===== src/rtl/seq_signed_divider.sv =====
`default_nettype none
// ============================================================================
//  Module   : seq_signed_divider
//  Purpose  : Sequential two's-complement divider. Restoring division on the
//             operand magnitudes (one quotient bit per clock), followed by a
//             registered sign-fix step. Start/done handshake to the controller.
//  Revision : 1.0 - initial release
// ============================================================================
module seq_signed_divider #(
    parameter int WIDTH = 4
) (
    input  logic             clk,
    input  logic             rst_n,
    input  logic             start,
    input  logic [WIDTH-1:0] dividend,
    input  logic [WIDTH-1:0] divisor,
    output logic             busy,
    output logic             done,
    output logic [WIDTH-1:0] quotient,
    output logic [WIDTH-1:0] remainder,
    output logic             div_by_zero,
    output logic             overflow
);

    // Step counter is wide enough to hold WIDTH-1
    localparam int                 c_CNT_W    = $clog2(WIDTH) + 1;
    localparam logic [c_CNT_W-1:0] c_CNT_LAST = c_CNT_W'(WIDTH - 1);
    localparam logic [c_CNT_W-1:0] c_CNT_ONE  = {{(c_CNT_W-1){1'b0}}, 1'b1};
    localparam logic [WIDTH-1:0]   c_ONE      = {{(WIDTH-1){1'b0}}, 1'b1};
    localparam logic [WIDTH-1:0]   c_MIN      = {1'b1, {(WIDTH-1){1'b0}}};

    // FIX is the single registered sign-fix cycle; divide-by-zero also
    // passes through it so its result is registered the same way
    localparam logic [1:0] c_IDLE = 2'd0;
    localparam logic [1:0] c_RUN  = 2'd1;
    localparam logic [1:0] c_FIX  = 2'd2;
    localparam logic [1:0] c_DONE = 2'd3;

    logic [1:0]         r_state;
    logic [1:0]         w_next_state;

    logic [WIDTH-1:0]   r_dividend;   // raw dividend: sign and div-by-zero remainder
    logic               r_dvs_neg;    // divisor sign
    logic [WIDTH-1:0]   r_b;          // |divisor|
    logic [WIDTH-1:0]   r_q;          // |dividend| shifting out, quotient bits shifting in
    logic [WIDTH-1:0]   r_r;          // partial remainder (always < |divisor|)
    logic [c_CNT_W-1:0] r_cnt;
    logic               r_dz_pend;
    logic               r_ovf_pend;

    logic               r_done;
    logic [WIDTH-1:0]   r_quotient;
    logic [WIDTH-1:0]   r_remainder;
    logic               r_div_by_zero;
    logic               r_overflow;

    logic               w_accept;
    logic [WIDTH:0]     w_rsh;
    logic [WIDTH:0]     w_diff;
    logic               w_q_neg;
    logic [WIDTH-1:0]   w_qfix;
    logic [WIDTH-1:0]   w_rfix;

    // Start is honoured only when idle or in the done cycle
    assign w_accept = start && ((r_state == c_IDLE) || (r_state == c_DONE));

    // Shifted partial remainder fits in WIDTH+1 bits; bit WIDTH of the trial
    // difference is set exactly when the subtraction went negative
    assign w_rsh  = {r_r, r_q[WIDTH-1]};
    assign w_diff = w_rsh - {1'b0, r_b};

    // Sign fix: a zero magnitude quotient stays zero; |-2^(W-1)| wraps back
    assign w_q_neg = (r_dividend[WIDTH-1] ^ r_dvs_neg) && (r_q != '0);
    assign w_qfix  = w_q_neg ? (~r_q + c_ONE) : r_q;
    assign w_rfix  = r_dividend[WIDTH-1] ? (~r_r + c_ONE) : r_r;

    // State register
    always_ff @(posedge clk or negedge rst_n) begin
        if (!rst_n) begin
            r_state <= c_IDLE;
        end else begin
            r_state <= w_next_state;
        end
    end

    // Next-state logic
    always_comb begin
        w_next_state = r_state;
        case (r_state)
            c_IDLE, c_DONE: begin
                if (start) begin
                    w_next_state = (divisor == '0) ? c_FIX : c_RUN;
                end else begin
                    w_next_state = c_IDLE;
                end
            end
            c_RUN: begin
                if (r_cnt == c_CNT_LAST) begin
                    w_next_state = c_FIX;
                end
            end
            c_FIX:   w_next_state = c_DONE;
            default: w_next_state = c_IDLE;
        endcase
    end

    // Operand capture and one restoring step per clock while running
    always_ff @(posedge clk or negedge rst_n) begin
        if (!rst_n) begin
            r_dividend <= '0;
            r_dvs_neg  <= 1'b0;
            r_b        <= '0;
            r_q        <= '0;
            r_r        <= '0;
            r_cnt      <= '0;
            r_dz_pend  <= 1'b0;
            r_ovf_pend <= 1'b0;
        end else if (w_accept) begin
            r_dividend <= dividend;
            r_dvs_neg  <= divisor[WIDTH-1];
            r_b        <= divisor[WIDTH-1] ? (~divisor + c_ONE) : divisor;
            r_q        <= dividend[WIDTH-1] ? (~dividend + c_ONE) : dividend;
            r_r        <= '0;
            r_cnt      <= '0;
            r_dz_pend  <= (divisor == '0);
            r_ovf_pend <= (dividend == c_MIN) && (divisor == '1);
        end else if (r_state == c_RUN) begin
            r_r   <= w_diff[WIDTH] ? w_rsh[WIDTH-1:0] : w_diff[WIDTH-1:0];
            r_q   <= {r_q[WIDTH-2:0], ~w_diff[WIDTH]};
            r_cnt <= r_cnt + c_CNT_ONE;
        end
    end

    // Result registers: written only in the fix cycle, held otherwise
    always_ff @(posedge clk or negedge rst_n) begin
        if (!rst_n) begin
            r_quotient    <= '0;
            r_remainder   <= '0;
            r_div_by_zero <= 1'b0;
            r_overflow    <= 1'b0;
        end else if (r_state == c_FIX) begin
            if (r_dz_pend) begin
                r_quotient    <= '1;
                r_remainder   <= r_dividend;
                r_div_by_zero <= 1'b1;
                r_overflow    <= 1'b0;
            end else begin
                r_quotient    <= w_qfix;
                r_remainder   <= w_rfix;
                r_div_by_zero <= 1'b0;
                r_overflow    <= r_ovf_pend;
            end
        end
    end

    // Done pulse registered alongside the results
    always_ff @(posedge clk or negedge rst_n) begin
        if (!rst_n) begin
            r_done <= 1'b0;
        end else begin
            r_done <= (r_state == c_FIX);
        end
    end

    assign busy        = (r_state == c_RUN) || (r_state == c_FIX);
    assign done        = r_done;
    assign quotient    = r_quotient;
    assign remainder   = r_remainder;
    assign div_by_zero = r_div_by_zero;
    assign overflow    = r_overflow;

endmodule
`default_nettype wire


===== config.mk =====
export PLATFORM = sky130hd
export DESIGN_NAME = seq_signed_divider
export DESIGN_NICKNAME = d
export VERILOG_FILES = /design/src/rtl/seq_signed_divider.sv
export SDC_FILE = /design/constraint.sdc
export NUM_CORES = 1
export LEC_CHECK = 0
export CAP_MARGIN = 5
export CORE_MARGIN = 5
export CORE_UTILIZATION = 38
export CTS_CLUSTER_SIZE = 10
export DETAILED_ROUTE_END_ITERATION = 6
export MAX_ROUTING_LAYER = met4
export PLACE_DENSITY_LB_ADDON = 0.2
export SYNTH_ARGS = -nofsm -noshare
export SYNTH_HDL_FRONTEND = slang
export SYNTH_SLANG_ARGS = --single-unit

===== constraint.sdc =====
create_clock -name clk -period 2.6 [get_ports clk]
set_input_delay 0.52 -clock clk [delete_from_list [all_inputs] [get_ports clk]]
set_output_delay 0.52 -clock clk [all_outputs]
set_load 0.005 [all_outputs]

Word-level counts from Yosys, hierarchy flattened

Cells that the tools add are included.

$add $sub $neg: 6
$mul: 0
Div/mod/pow operators: 0
$lt $le $gt $ge: 0
Equality and inequality tests: 7
Shift-type cells: 0
Mux-type cells: 19
Bitwise operators: 6
Reduce and logical (&&, ||, !) cells: 10

Operators with widths:

| kind                                                                  | count |
|---|---|
| 4-bit 2-to-1 mux                                                      | 11 |
| 4-bit by 1-bit adder with 4-bit output, second input constant         | 4 |
| 4-bit NOT                                                             | 4 |
| 4-bit equality test, second input constant                            | 2 |
| 2-bit 2-to-1 mux                                                      | 3 |
| 3-bit 2-to-1 mux                                                      | 2 |
| 2-bit case mux with 3 select lines                                    | 1 |
| 5-bit by 4-bit subtractor with 5-bit output                           | 1 |
| 2-bit equality test, second input constant                            | 2 |
| 4-bit logical NOT                                                     | 1 |
| 4-bit nonzero test                                                    | 1 |
| 3-bit by 1-bit adder with 3-bit output, second input constant         | 1 |
| 3-bit by 2-bit equality test with 1-bit output, second input constant | 1 |
| 1-bit logical AND                                                     | 3 |
| 2-bit by 1-bit equality test with 1-bit output, second input constant | 1 |
| 2-bit logical NOT                                                     | 1 |
| 1-bit logical OR                                                      | 2 |
| 1-bit 2-to-1 mux                                                      | 2 |
| 2-bit inequality test, second input constant                          | 1 |
| 2-bit nonzero test                                                    | 1 |
| 2-bit OR reduction                                                    | 1 |
| 1-bit NOT                                                             | 1 |
| 1-bit XOR                                                             | 1 |

Bits in registers: 35
Bits in latches: 0
Bits in writable memories: 0
ROM bits: 0
Input bits: 11
Output and inout port bits: 12
Logic and storage cells: 62
Memories: 0

Longest topological paths before layout

Depth after elaboration: 4
Gate-level depth with buffers: 8

Worst setup path before layout

Ideal clock, no wire load.

Path kind: register -> register
Start point: reg r_q[3]
End point: reg r_r[3]
Library setup time: 0.131 ns
Data arrival time: 1.767 ns
Required time: 2.469 ns
Setup slack: 0.702 ns
Stages on the path, launching flop included: 9
Buffers on the path: 0
Period minus slack after synthesis: 1.898 ns
Cell sequence: dfrtp_1 > inv_1 > ha_1 > inv_1 > fa_1 > nand3_1 > and2_1 > mux2i_1 > or3_1

Cells in the longest elaborated chain, start to end: 4

RTL lines:

| element                                     | RTL line | source |
|---|---|---|
| start, declared                             | 45       | `logic [WIDTH-1:0] r_q;` |
| start signal, assigned                      | 122      | `r_q <= dividend[WIDTH-1] ? (~dividend + c_ONE) : dividend;` |
| start signal, assigned                      | 129      | `r_q <= {r_q[WIDTH-2:0], ~w_diff[WIDTH]};` |
| 5-bit by 4-bit subtractor with 5-bit output | 70       | `assign w_diff = w_rsh - {1'b0, r_b};` |
| 4-bit 2-to-1 mux                            | 128      | `r_r <= w_diff[WIDTH] ? w_rsh[WIDTH-1:0] : w_diff[WIDTH-1:0];` |
| 4-bit 2-to-1 mux                            | 127      | `end else if (r_state == c_RUN) begin` |
| 4-bit 2-to-1 mux                            | 118      | `end else if (w_accept) begin` |
| end signal, assigned                        | 128      |  |
| end, declared                               | 46       | `logic [WIDTH-1:0] r_r;` |

Every way passes these cells. The select of a mux whose other input is x is not followed.
A chain may end at the register's enable or synchronous reset.

Worst setup path in the final report

Start point: reg r_state[0]
End point: out busy

Cells in the longest elaborated chain, start to end: 2
Elaborated cells between the ends (all ways): 3
Classes of those cells: eq/ne: 2; reduce/logical: 1

RTL lines:

| element                                                                                      | RTL line | source |
|---|---|---|
| start, declared                                                                              | 39       | `logic [1:0] r_state;` |
| start signal, assigned                                                                       | 80       | `r_state <= c_IDLE;` |
| start signal, assigned                                                                       | 82       | `r_state <= w_next_state;` |
| 2-bit by 1-bit equality test with 1-bit output / 2-bit equality test (equally long branches) | 165      | `assign busy = (r_state == c_RUN) \|\| (r_state == c_FIX);` |
| 1-bit logical OR *                                                                           | 165      |  |
| end, declared                                                                                | 17       | `output logic busy,` |

Every way passes the cells marked *; elsewhere a longest branch is shown, timed or not.

==> out/metrics.cfg <==
[timing]
period_minus_slack_ns = 2.14
setup_viol = 0
slew_violations = 0
grt_setup_unrepaired = no
fin_crit_sh = 0.822
clock_skew_ns = 0.00503
fin_setup_tns_ns = 0
layout_setup_ws_ns = 0.463
slew_headroom = 0.625
hold_violations = 0
finalHoldWorstSlack_ns = 0.486
tightest_slew_ns = 0.563
max_freq_mhz = 468

[finish]
n_fill_cell = 524
diodes = 0
fin_cells = 311
drive_gt1_frac = 0.0788
nets = 265
area_delta_synth_final_pct = 19.4

[min_path]
hp-class = register to register
holdPathStages = 2
whs_endpoint = r_b[1]
hp-start = r_b[1]

[detailed_routing]
first_pass_iters = 4
drt_iter0_drc = 60
wl_mm = 4.33
vias = 1560
viasPerCell = 5.02
avgRoutedWirePerCell_um = 13.9
ant_nets = 0
drc_errors = 0

[setup_path]
reg2reg_slack_ns = 0.60
critPathArrivalTime_ns = 1.62
crit_start = r_state[0]
worstSetupPathType = register to primary output
crit_chain = inv_1 -> ha_1 -> inv_1 -> clkdlybuf4s50_1
cpMaxStageDelayCell = clkdlybuf4s50_1
timing.rr.start = r_q[3]
end_kind = primary output
crit_path_start_kind = register
max_stage_delay_ns = 0.51
crit_required_ns = 2.08
rr_endpoint = r_r[0]
path_max_fanout = 3
worstRegToRegCells = 8
cpMostUsedCell = inv_1

[clock_network]
htreeDepth = 2
cts-root-buf = clkbuf_8
clk_pin_slew_ns = 0.07
cts_buffer_depth = 2
cts_setup_buffers = 0
clock_latency_ns = 0.28
cts_resized = 0
cts_tree = yes
clock-sinks = 35
numCtsBuffers = 5
cts_hold_buf = 0

[yosys]
synthArstFlopShare = 1.00
synth.area.top_cells = dfrtp_1, ha_1, nand2_1, mux2i_1, inv_1
synth_cell_type_count = 39
yosysWarnings = 0
synth_area_per_cell_um2 = 9.30
synth_enable_flop_cells = 0
ys_seq_elements = 35
syn_inst = 216
post-synth-top-area-fraction = 0.436
synth_area_um2 = 2010
seq_area_frac_synth = 0.436
syn_nets = 241
synth_ff_type = dfrtp_1
synth_top_area_cell = dfrtp_1

[placed_design]
port_buffers = 22
hpwlAfterDp_mm = 3.28
dp_cells = 303
dpl_worst_slack_ns = 0.469
place.gp.congestion = 0.827

[die]
die-area_um2 = 6840
fp.dieH_um = 82.7
row_count = 26
die_x_um = 82.7
io_pins = 23
core_um2 = 5110
start_util = 0.393

[grt]
antenna_found_initial = 0
grt_pass1_wl_mm = 7.67
gr-total-overflow = 0
first_global_vias = 1606
grt_max_degree = 36
grtUsageTotal = 0.149

[power_and_ir_drop]
power_density_nw_per_um2 = 1240
vdd_ir_drop_max_mv = 0.411
p_leak_nw = 1.07

[run_status]
outcome = completed

[flow_run]
maxCapViolCount = 0

-- per-stage QoR --
step / area [um2] / utilization / power, W
after CTS: 2400 / 0.470 / 0.00300
after global placement: 2310 / 0.452 / 0.00257
after detailed placement: 2310 / 0.452 / 0.00260
after global routing: 2400 / 0.470 / 0.00327
final: 2400 / 0.470 / 0.00296
after floorplan: 2010 / - / 0.00208
-- placed cells by master (no fill, tap or decap), types with 2 or more instances in the layout --
master	count
xnor2_1	8
ha_1	13
nor3_1	4
clkbuf_8	5
nand3b_1	2
nand2_1	26
nand2b_1	3
mux2i_1	9
nand4_1	3
and2_1	3
buf_4	5
or4_1	2
nor2_1	17
clkinvlp_4	2
dfrtp_1	35
inv_1	20
nor2b_1	3
nand3_1	4
o21ai_0	13
a211oi_1	4
and3_1	2
clkdlybuf4s50_1	22
a31oi_1	3
mux2_2	5
a21oi_1	12
-- critical path: cells and delay by family, from the launching register on --
family                   cells  cell delay [ns]
adder cells (fa/ha/maj)      1             0.31
buffers and inverters        3             0.66
flip-flops                   1             0.38
-- flip-flops by register name (all words and copies together) (netlist names), 2 cells and up --
name / cells
r_cnt: 3
quotient: 4
r_state: 2
r_dividend: 4
r_r: 4
r_b: 4
remainder: 4
r_q: 4
-- synth_stat cells (3+ instances only) --
library cell / n
dfrtp_1: 35
o21ai_0: 13
xnor2_1: 8
ha_1: 13
and2_1: 3
nand4_1: 3
a211oi_1: 4
a31oi_1: 3
nand2b_1: 3
mux2i_1: 9
nor2b_1: 3
nand2_1: 26
a21oi_1: 12
nor2_1: 17
nand3_1: 4
inv_1: 20
mux2_2: 5
buf_2: 5
clkbuf_1: 4
nor3_1: 4
-- cell type report --
class / instances / area (um2) / area share
clock buffers: 5 / 68.8 / 0.0287
clock inverters: 3 / 20.0 / 0.00835
inverters: 20 / 75.1 / 0.0313
multi-input cells: 151 / 1010 / 0.423
flip-flops and latches: 35 / 876 / 0.365
well taps: 70 / 87.6 / 0.0365
repair buffers: 27 / 258 / 0.107
-- worst max path at each step --
stage / end / slack [ns] / cells after the start
floorplan: r_r[3] / 0.70 / 8
global placement: r_q[3] / 0.46 / 4
detailed placement: r_q[3] / 0.47 / 4
CTS: busy / 0.45 / 4
global route: busy / 0.34 / 4
finish: busy / 0.46 / 4
-- cell families after synthesis --
kind of cell / count (synthesis) / synth area share
AND/OR/NAND/NOR: 74 / 0.179
AO/OA/AOI/OAI: 41 / 0.127
flip-flops: 35 / 0.436
buffers and inverters: 30 / 0.0592
multiplexers: 14 / 0.0729
adder cells (fa/ha/maj): 14 / 0.0910
XOR/XNOR: 8 / 0.0349
-- where the power goes --
| group | switching (W) | internal (W) | leakage, nW |
|---|---|---|---|
| clock network | 0.000206 | 0.000186 | 0.0402 |
| logic | 0.000813 | 0.000768 | 0.590 |
| registers | 0.000207 | 0.000782 | 0.438 |
-- metal layers --
| layer | GRT usage | vias up | wire length [um] |
|---|---|---|---|
| li1 | - | 788 | - |
| met1 | 0.191 | 737 | 2030 |
| met2 | 0.249 | 33 | 2030 |
| met3 | 0.0304 | 2 | 246 |
| met4 | 0.0245 | 0 | 15 |
| met5 | - | - | 0 |
Note: power is estimated with default switching activity, not from simulation.
